--- config.mk ---
export PLATFORM = sky130hd
export DESIGN_NAME = branch_history_table
export DESIGN_NICKNAME = d
export VERILOG_FILES = /design/src/rtl/branch_history_table_pkg.sv /design/src/rtl/bht_sat_cnt.sv /design/src/rtl/branch_history_table.sv
export SDC_FILE = /design/constraint.sdc
export NUM_CORES = 1
export LEC_CHECK = 0
export ABC_AREA = 1
export CORE_ASPECT_RATIO = 1.25
export CORE_MARGIN = 2
export CORE_UTILIZATION = 42
export CTS_BUF_LIST = sky130_fd_sc_hd__clkbuf_2 sky130_fd_sc_hd__clkbuf_4 sky130_fd_sc_hd__clkbuf_8
export CTS_CLUSTER_DIAMETER = 80
export CTS_CLUSTER_SIZE = 28
export DETAILED_ROUTE_END_ITERATION = 12
export HOLD_SLACK_MARGIN = 0.12
export PLACE_DENSITY_LB_ADDON = 0.25
export SKIP_LAST_GASP = 1
export SLEW_MARGIN = 30
export SYNTH_ARGS = -nofsm -noshare
export SYNTH_HDL_FRONTEND = slang
export SYNTH_SLANG_ARGS = --single-unit
export TNS_END_PERCENT = 10
--- constraint.sdc ---
create_clock -name clk -period 2.55 [get_ports clk]
set_input_delay 0.51 -clock clk [delete_from_list [all_inputs] [get_ports clk]]
set_output_delay 0.51 -clock clk [all_outputs]
set_load 0.005 [all_outputs]
--- src/rtl/branch_history_table_pkg.sv ---
// Shared encodings and defaults for the branch history table direction predictor.
package branch_history_table_pkg;

  localparam logic [1:0] CNT_SNT = 2'b00;
  localparam logic [1:0] CNT_WNT = 2'b01;
  localparam logic [1:0] CNT_WT  = 2'b10;
  localparam logic [1:0] CNT_ST  = 2'b11;

  localparam int unsigned BHT_MODE_BIMODAL = 0;
  localparam int unsigned BHT_MODE_GSHARE  = 1;

  localparam int unsigned DEF_IDX_W  = 6;
  localparam int unsigned DEF_HIST_W = 6;

endpackage

--- src/rtl/bht_sat_cnt.sv ---
// 2-bit saturating counter next-state function used on the table update path.
module bht_sat_cnt
  import branch_history_table_pkg::*;
(
  input  logic [1:0] cnt,
  input  logic       taken,
  output logic [1:0] cnt_next
);

  always_comb begin
    cnt_next = cnt;
    case (cnt)
      CNT_SNT: cnt_next = taken ? CNT_WNT : CNT_SNT;
      CNT_WNT: cnt_next = taken ? CNT_WT  : CNT_SNT;
      CNT_WT:  cnt_next = taken ? CNT_ST  : CNT_WNT;
      CNT_ST:  cnt_next = taken ? CNT_ST  : CNT_WT;
    endcase
  end

endmodule

--- src/rtl/branch_history_table.sv ---
// Dual-lookup bimodal/gshare direction predictor with one resolve-time update
// per cycle and saturating branch/mispredict statistics.
module branch_history_table
  import branch_history_table_pkg::*;
#(
  parameter int unsigned PC_W     = 32,
  parameter int unsigned IDX_W    = DEF_IDX_W,
  parameter int unsigned HIST_W   = DEF_HIST_W,
  parameter int unsigned MODE     = BHT_MODE_BIMODAL,
  parameter logic [1:0]  INIT_CNT = CNT_WNT,
  parameter int unsigned STAT_W   = 32
) (
  input  logic              clk,
  input  logic              rst,
  input  logic [PC_W-1:0]   lk0_pc,
  input  logic [PC_W-1:0]   lk1_pc,
  output logic              lk0_taken,
  output logic              lk1_taken,
  output logic [IDX_W-1:0]  lk0_idx,
  output logic [IDX_W-1:0]  lk1_idx,
  input  logic              upd_valid,
  input  logic [IDX_W-1:0]  upd_idx,
  input  logic              upd_taken,
  input  logic              upd_mispredict,
  input  logic              stat_clr,
  output logic [STAT_W-1:0] stat_branches,
  output logic [STAT_W-1:0] stat_mispredicts
);

  localparam int unsigned DEPTH = 1 << IDX_W;
  localparam logic [STAT_W-1:0] STAT_MAX = '1;

  logic [1:0]        table_q [DEPTH];
  logic [1:0]        table_d [DEPTH];
  logic [HIST_W-1:0] ghr_q, ghr_d, ghr_shift;
  logic [STAT_W-1:0] stat_br_q, stat_br_d;
  logic [STAT_W-1:0] stat_mp_q, stat_mp_d;
  logic [1:0]        upd_cnt_next;
  logic [IDX_W-1:0]  hist_mask;
  logic              unused_pc_bits;

  // Only pc[IDX_W+1:2] feeds the index; the remaining PC bits are intentionally ignored.
  assign unused_pc_bits = ^{lk0_pc, lk1_pc};

  assign hist_mask = (MODE == BHT_MODE_GSHARE) ? IDX_W'(ghr_q) : '0;
  assign lk0_idx   = lk0_pc[IDX_W+1:2] ^ hist_mask;
  assign lk1_idx   = lk1_pc[IDX_W+1:2] ^ hist_mask;
  assign lk0_taken = table_q[lk0_idx][1];
  assign lk1_taken = table_q[lk1_idx][1];

  assign stat_branches    = stat_br_q;
  assign stat_mispredicts = stat_mp_q;

  bht_sat_cnt u_sat_cnt (
    .cnt      (table_q[upd_idx]),
    .taken    (upd_taken),
    .cnt_next (upd_cnt_next)
  );

  generate
    if (HIST_W == 1) begin : g_hist_one
      assign ghr_shift = upd_taken;
    end else begin : g_hist_multi
      assign ghr_shift = {ghr_q[HIST_W-2:0], upd_taken};
    end
  endgenerate

  // Next-state for table, history and statistics; clear beats increment.
  always_comb begin
    table_d   = table_q;
    ghr_d     = ghr_q;
    stat_br_d = stat_br_q;
    stat_mp_d = stat_mp_q;
    if (upd_valid) begin
      table_d[upd_idx] = upd_cnt_next;
      ghr_d            = ghr_shift;
      if (stat_br_q != STAT_MAX) begin
        stat_br_d = stat_br_q + STAT_W'(1);
      end
      if (upd_mispredict && (stat_mp_q != STAT_MAX)) begin
        stat_mp_d = stat_mp_q + STAT_W'(1);
      end
    end
    if (stat_clr) begin
      stat_br_d = '0;
      stat_mp_d = '0;
    end
  end

  always_ff @(posedge clk) begin
    if (rst) begin
      table_q   <= '{default: INIT_CNT};
      ghr_q     <= '0;
      stat_br_q <= '0;
      stat_mp_q <= '0;
    end else begin
      table_q   <= table_d;
      ghr_q     <= ghr_d;
      stat_br_q <= stat_br_d;
      stat_mp_q <= stat_mp_d;
    end
  end

endmodule

==> run metrics, run 1 <==
chip height=approximately 190 um; global-route wire length before repair=around 56,000 um; GR Overflow Total=0; Initial Utilization=42.6%; Yosys top cell area share=34.8%; DR iter-0 viols=970; Worst-Margin Slew=between 700 and 800 ps; R2R cell count=13; Tmin final=roughly 2500 ps; 1st-pass router iterations=5; Synthesized Nets=1,884; most frequent cell after synthesis=nand2_1; number of max-cap violations=0; maximum clock rate=around 400 MHz; mapped cell area=approximately 0.011 mm^2; hpwl dp=25,900 um; post-synthesis sequential area ratio=a little over a third; Hold Path End=table_q[42]; Pwr Density=between 400 and 500 mW/mm^2; reg-to-reg critical path startpoint=stat_branches[0]; final cell count without fillers=~2,300; die footprint=~0.028 mm^2; total CTS buffers=17; Final Instance Area=between 0.01 and 0.015 mm^2; DP Area=about 0.013 mm^2; fin util=around 53%; # placed instances=2,292; HP Start=table_q[42]; clock slew at reported path FFs=around 100 ps; All-Layer GR Usage=around a quarter; gp weighted congestion=a little under 1; via count=about 12,000; Clock Tree Buf Depth=2; Die Span X=between 100 and 150 um; Worst Skew=between 20 and 25 ps; initial antenna violation count=0; Antenna diodes=0; post-synthesis async set-or-reset flop share=0%; ANT nets after route=0; Crit path top cell by count=o21ai_0; largest net degree at the start of global routing=between 60 and 70; Setup Viol. Count Final=0; Post-Syn Instances=1,806; Worst Setup Start Kind=input port; worst slack at placement=-586 ps; CTS Sinks=~190; worst rel slew slack=a little over half; fin crit share=97.6%; CP startpoint=lk0_pc[3]; crit path DAT=1980 ps; synth warn=0; worst hold margin=473 ps; RSZ-0062 raised after global routing=yes; Worst Path Buf+Inv=4; VDD IR-drop max=approximately 0.00040 V; P&R area growth vs syn=23.9%; Hold Path Stages=2; count of state elements after synthesis=~190; vias in the first global route=approximately 11,000; DR DRC count=0; synth unique cells=36; Clock Root Buffer=clkbuf_8; Ports=between 150 and 200; number of synthesized flops with an enable pin=0; htree depth=4; core area=about 0.026 mm^2; Critical Path RT=between 2000 and 2500 ps; post-DR vias/cell=between 5 and 6; status=complete, no violations; Synth area leader=dfxtp_1; Rows=66; crit path max fanout=8; Critical Path Max Stage Delay=between 200 and 300 ps; PortBufs=around 100; top cells by count, synth=nand2_1 (481), nor2_1 (314), dfxtp_1 (192); crit-path leading delay family=buffers and inverters; share of layout cells above drive strength 1=a little over 10%; Synth Flop Type=dfxtp_1; leakage=about 5.7 nW; Worst-Skew Late Latency=slightly below 500 ps; worst reg2reg endpoint=stat_branches[27]; worst-path cell chain=clkdlybuf4s15_1 > buf_4 > o21ai_0 > o22ai_1 > o21ai_0 > inv_1 > o21ai_0 > o211ai_1 > nand3b_1 > nand2_1 > dlygate4sd2_1; top post-synthesis cells by area=dfxtp_1 (35%), nand2_1 (16%), nor2_1 (11%); Final Hold Vio Count=0; Worst path slowest cell=clkdlybuf4s15_1; final worst slack=just over 60 ps; max-slew violations=0; CP Capture Type=primary output; CTS tree=done; HP Class=reg2reg; final net count=2,051; reg2reg setup slack=310 ps; DRT Wirelength=roughly 35,000 um; syn avg cell area=around 6.1 um^2; WL/cell=approximately 15 um; classification of the worst setup path=in2out
-- area by class of cell --
class	count	area [um^2]
clock buffer	17	234
sequential	192	3850
multi-input combinational	1342	5990
fill	2682	12200
tap	340	425
clock inverter	15	219
timing repair buffer	237	2290
inverter	183	697
-- placed cells by master (no fill, tap or decap), types with 3 or more instances in the layout --
master           netlist  final
a21oi_1              133    133
buf_12                 0     18
buf_2                 12      4
buf_4                 19    114
clkbuf_8               0     17
clkdlybuf4s50_1        0     92
clkinv_8               0      5
dfxtp_1              192    189
dfxtp_2                0      3
dlygate4sd2_1          0      3
inv_1                175    172
inv_2                  3      6
inv_6                  0      3
nand2_1              481    481
nand3_1               81     81
nand3b_1               4      4
nand4_1               17     17
nor2_1               314    313
nor2_2                 2      3
nor3_1                36     36
nor3b_1                3      3
nor4_1                 7      7
o211ai_1              15     15
o21ai_0              178    171
o21ai_1                4     11
o21bai_1               4      4
o22ai_1               15     15
or2_2                  9      9
xnor2_1                6      6
xor2_1                17     17
-- worst reg2reg max path: stages (launching register included) --
cell	delay [ps]
dfxtp_1	410
ha_1	210
nand2_1	80
nor2_1	180
nand4_1	120
nor2_1	190
nand2_1	90
nand2_2	90
clkinvlp_4	220
nand2_1	200
inv_1	100
nand2_1	80
o21ai_0	70
a21oi_1	140
-- kinds of logic after synthesis --
kind of cell,after synthesis,synth area share [%]
xor gates and xnor gates,23,1.82
DFF,192,34.8
buffers and inverters,272,11.1
AOI/OAI and AO/OA,355,16.8
and+or+nand+nor,962,35.3
adders and majority gates,2,0.226
-- sequential cells by signal, indices dropped and copies added (netlist names) --
| signal | count |
|---|---|
| stat_branches | 32 |
| table_q | 128 |
| stat_mispredicts | 32 |
-- where the power goes --
part	total [mW]	internal, mW	switching [mW]
Clock	2.23	0.944	1.29
Sequential	3.03	3.01	0.0143
Combinational	0.878	0.360	0.518
Total	6.14	4.32	1.82
-- routing by layer --
| layer | routed length [um] | global-route usage [%] | vias to the layer above |
|---|---|---|---|
| li1 | - | - | 6114 |
| met1 | 15100 | 32.3 | 5565 |
| met2 | 16700 | 43.5 | 403 |
| met3 | 1860 | 3.37 | 61 |
| met4 | 935 | 9.26 | 0 |
| met5 | 0 | 0 | - |
-- worst max path at each step --
stage                     end  slack, ps  cells after the start
finish              lk0_taken         60                     11
global route        lk0_taken        -90                     11
CTS                 lk0_taken        -30                     10
detailed placement  lk1_taken       -590                     11
global placement    lk1_taken       -560                     11
floorplan           lk0_taken        400                      8
-- through the flow --
step | TNS [ps] | power, mW
floorplan | 0 | 3.59
global placement | -35150 | 3.95
detailed placement | -38350 | 3.95
CTS | -31.4 | 6.18
global route | -166 | 6.37
finish | 0 | 6.14
-- timing repair --
action                     4_1_cts  5_1_grt
hold buffers                     0        0
setup buffers                    0        0
setup endpoints to repair        2        6
resized for setup               26       11
gates cloned                     2        0
pin swaps                        2        0
Note: power is estimated with default switching activity, not from simulation.
==> run 2, diff against run 1 <==
--- a/config.mk
+++ b/config.mk
@@ -10,5 +10,5 @@
 export CORE_MARGIN = 2
 export CORE_UTILIZATION = 42
-export CTS_BUF_LIST = sky130_fd_sc_hd__clkbuf_2 sky130_fd_sc_hd__clkbuf_4 sky130_fd_sc_hd__clkbuf_8
+export CTS_BUF_LIST = sky130_fd_sc_hd__clkbuf_4
 export CTS_CLUSTER_DIAMETER = 80
 export CTS_CLUSTER_SIZE = 28
==> constraint.sdc (replaced) <==
create_clock -name clk -period 2.55 [get_ports clk]
set_input_delay 0.51 -clock clk [delete_from_list [all_inputs] [get_ports clk]]
set_output_delay 0.51 -clock clk [all_outputs]
set_load 0.02 [all_outputs]
==> run metrics, run 2 (synthesis gave the netlist of run 1 again) <==
DP Area=0.0131 mm^2 (-0.76%); die footprint=0.0277 mm^2 (unchanged); largest net degree at the start of global routing=65 (unchanged); core area=0.0259 mm^2 (unchanged); final net count=2,050 (-0.049%); ANT nets after route=0 (unchanged); Top Usage Layer GRT=met2; Worst-Skew Late Latency=630 ps (+140 ps); most flop-heavy register=table_q; multi-input logic area=0.00600 mm^2 (+0.19%); RSZ-0062 raised after global routing=yes; overall power=5.91 mW (-3.8%); CTS Sinks=192 (unchanged); crit path max fanout=4 (-4); Filler Cells Inserted=2,650 (-1.2%); All-Layer GR Usage=24.7% (-0.56 points); Tmin final=2520 ps (+28.0 ps); vias in the first global route=11,025 (+0.90%); Worst Setup Start Kind=flip-flop; maximum clock rate=397 MHz (-1.1%); htree depth=4 (unchanged); Initial Utilization=42.6% (unchanged); Final Instance Area=0.0135 mm^2 (-1.5%); most common cell after layout, fill and taps aside=nand2_1; 1st-pass router iterations=8 (+3); DR DRC count=0 (unchanged); worst slack at placement=-636 ps (-50.3 ps); Worst Skew=34.8 ps (+13.4 ps); HP Class=in2reg; WL/cell=14.7 um (-1.0%); Setup Viol. Count Final=0 (unchanged); via count=12,136 (-0.058%); max-slew violations=0 (unchanged); Ports=154 (unchanged); Critical Path RT=2040 ps (about the same); Worst-Margin Slew=702 ps (-10.4 ps); chip height=185 um (unchanged); clock slew at reported path FFs=190 ps (+90 ps); max FFs per register=128 (unchanged); final worst slack=32.9 ps (-28.0 ps); Final Hold Vio Count=0 (unchanged); worst hold margin=332 ps (-141 ps); Clock Tree Buf Depth=2 (unchanged); post-DR vias/cell=5.22 (about the same); share of layout cells above drive strength 1=10.5% (+0.36 points); Clock Root Buffer=clkbuf_4; DRT Wirelength=34,300 um (-1.0%); VDD IR-drop max=0.000262 V (-35%); initial antenna violation count=1 (+1); fin crit share=98.7% (+1.1 points); crit path DAT=2010 ps (+30 ps); status=complete, no violations; global-route wire length before repair=55,100 um (-1.8%); hold-fix buffers at CTS=0 (unchanged); gp weighted congestion=0.951 (-1.5%); Rows=66 (unchanged); hpwl dp=25,800 um (-0.40%); DR iter-0 viols=788 (-19%); GRT met3 Usage=3.08% (-0.30 points); number of max-cap violations=0 (unchanged); CP Capture Type=primary output; P&R area growth vs syn=22.1%; Seq. cell area=0.00386 mm^2 (+0.23%); fin util=52.1% (-0.77 points); Die Span X=149 um (unchanged); total CTS buffers=17 (unchanged); GR Overflow Total=0 (unchanged); worst rel slew slack=53.2% (+0.69 points); leakage=5.62 nW (-1.3%); PortBufs=101 (unchanged); GR met2 Demand/Resource=43.1% (-0.37 points); Post-CTS Setup Inserts=0 (unchanged); most frequent cells in the layout=nand2_1 (481), nor2_1 (313), dfxtp_1 (184), inv_1 (173), o21ai_0 (170); CTS tree=done; Pwr Density=438 mW/mm^2 (-2.3%); classification of the worst setup path=reg2out; met1 Usage GRT=31.1% (-1.2 points)
run 2: cell types whose count changed in the layout (fill, tap and decap cells not counted), moves of 4 or more:
cell      before  now
clkbuf_4       0   17
clkbuf_8      17    0
buf_4        114  123
buf_12        18   10
dfxtp_1      189  184
dfxtp_2        3    7
run 2: layout make-up:
class | instances | share of cell area [%]
sequential | 192 | 28.6
clock inverter | 15 | 1.79
clock buffer | 17 | 0.945
inverter | 183 | 5.13
multi-input combinational | 1342 | 44.5
antenna | 1 | 0.0185
timing repair buffer | 236 | 15.9
tap | 340 | 3.15
run 2: final timing paths:
kind / start / to / slack [ps] / cells after the start
min: rst / stat_branches[19] / 330 / 4
max reg2reg: stat_branches[0] / stat_branches[27] / 320 / 13
max: table_q[41] / lk0_taken / 30 / 7
min reg2reg: table_q[42] / table_q[42] / 480 / 2
run 2: per-stage QoR:
| step | TNS [ps] | instances |
|---|---|---|
| 2_1_floorplan | 0 | 1806 |
| 3_3_place_gp | -44210 | 2292 |
| 3_5_place_dp | -46290 | 2292 |
| 4_1_cts | -47.7 | 2325 |
| 5_1_grt | -197 | 2326 |
| 6_report | 0 | 2326 |
run 2: critical path, stage by stage (launching register included):
cell      delay, ps
dfxtp_1         470
nor2_1           80
o21ai_1         200
o21ai_1         100
o211ai_1        220
nand3_1         100
nand2_1         100
buf_6           120
run 2: metal layers:
layer  routed length, um  vias up  part of all wire [%]
met5                   0        -                     0
met4                 956        0                   2.8
met3                2070       59                   6.0
met2               16500      430                    48
met1               14700     5535                    43
li1                    -     6112                     -
run 2: where the power goes:
group	switching, mW	leakage, nW	total (mW)	internal [mW]
registers	0.0143	1.55	3.03	3.02
logic	0.525	3.88	0.853	0.328
clock network	1.27	0.188	2.02	0.754
total	1.81	5.62	5.91	4.10
run 2: repair_timing:
item | in CTS | in global routing
resized for setup | 21 | 23
endpoints found under the setup margin | 2 | 3
gates cloned | 1 | 0
pin swaps | 0 | 6
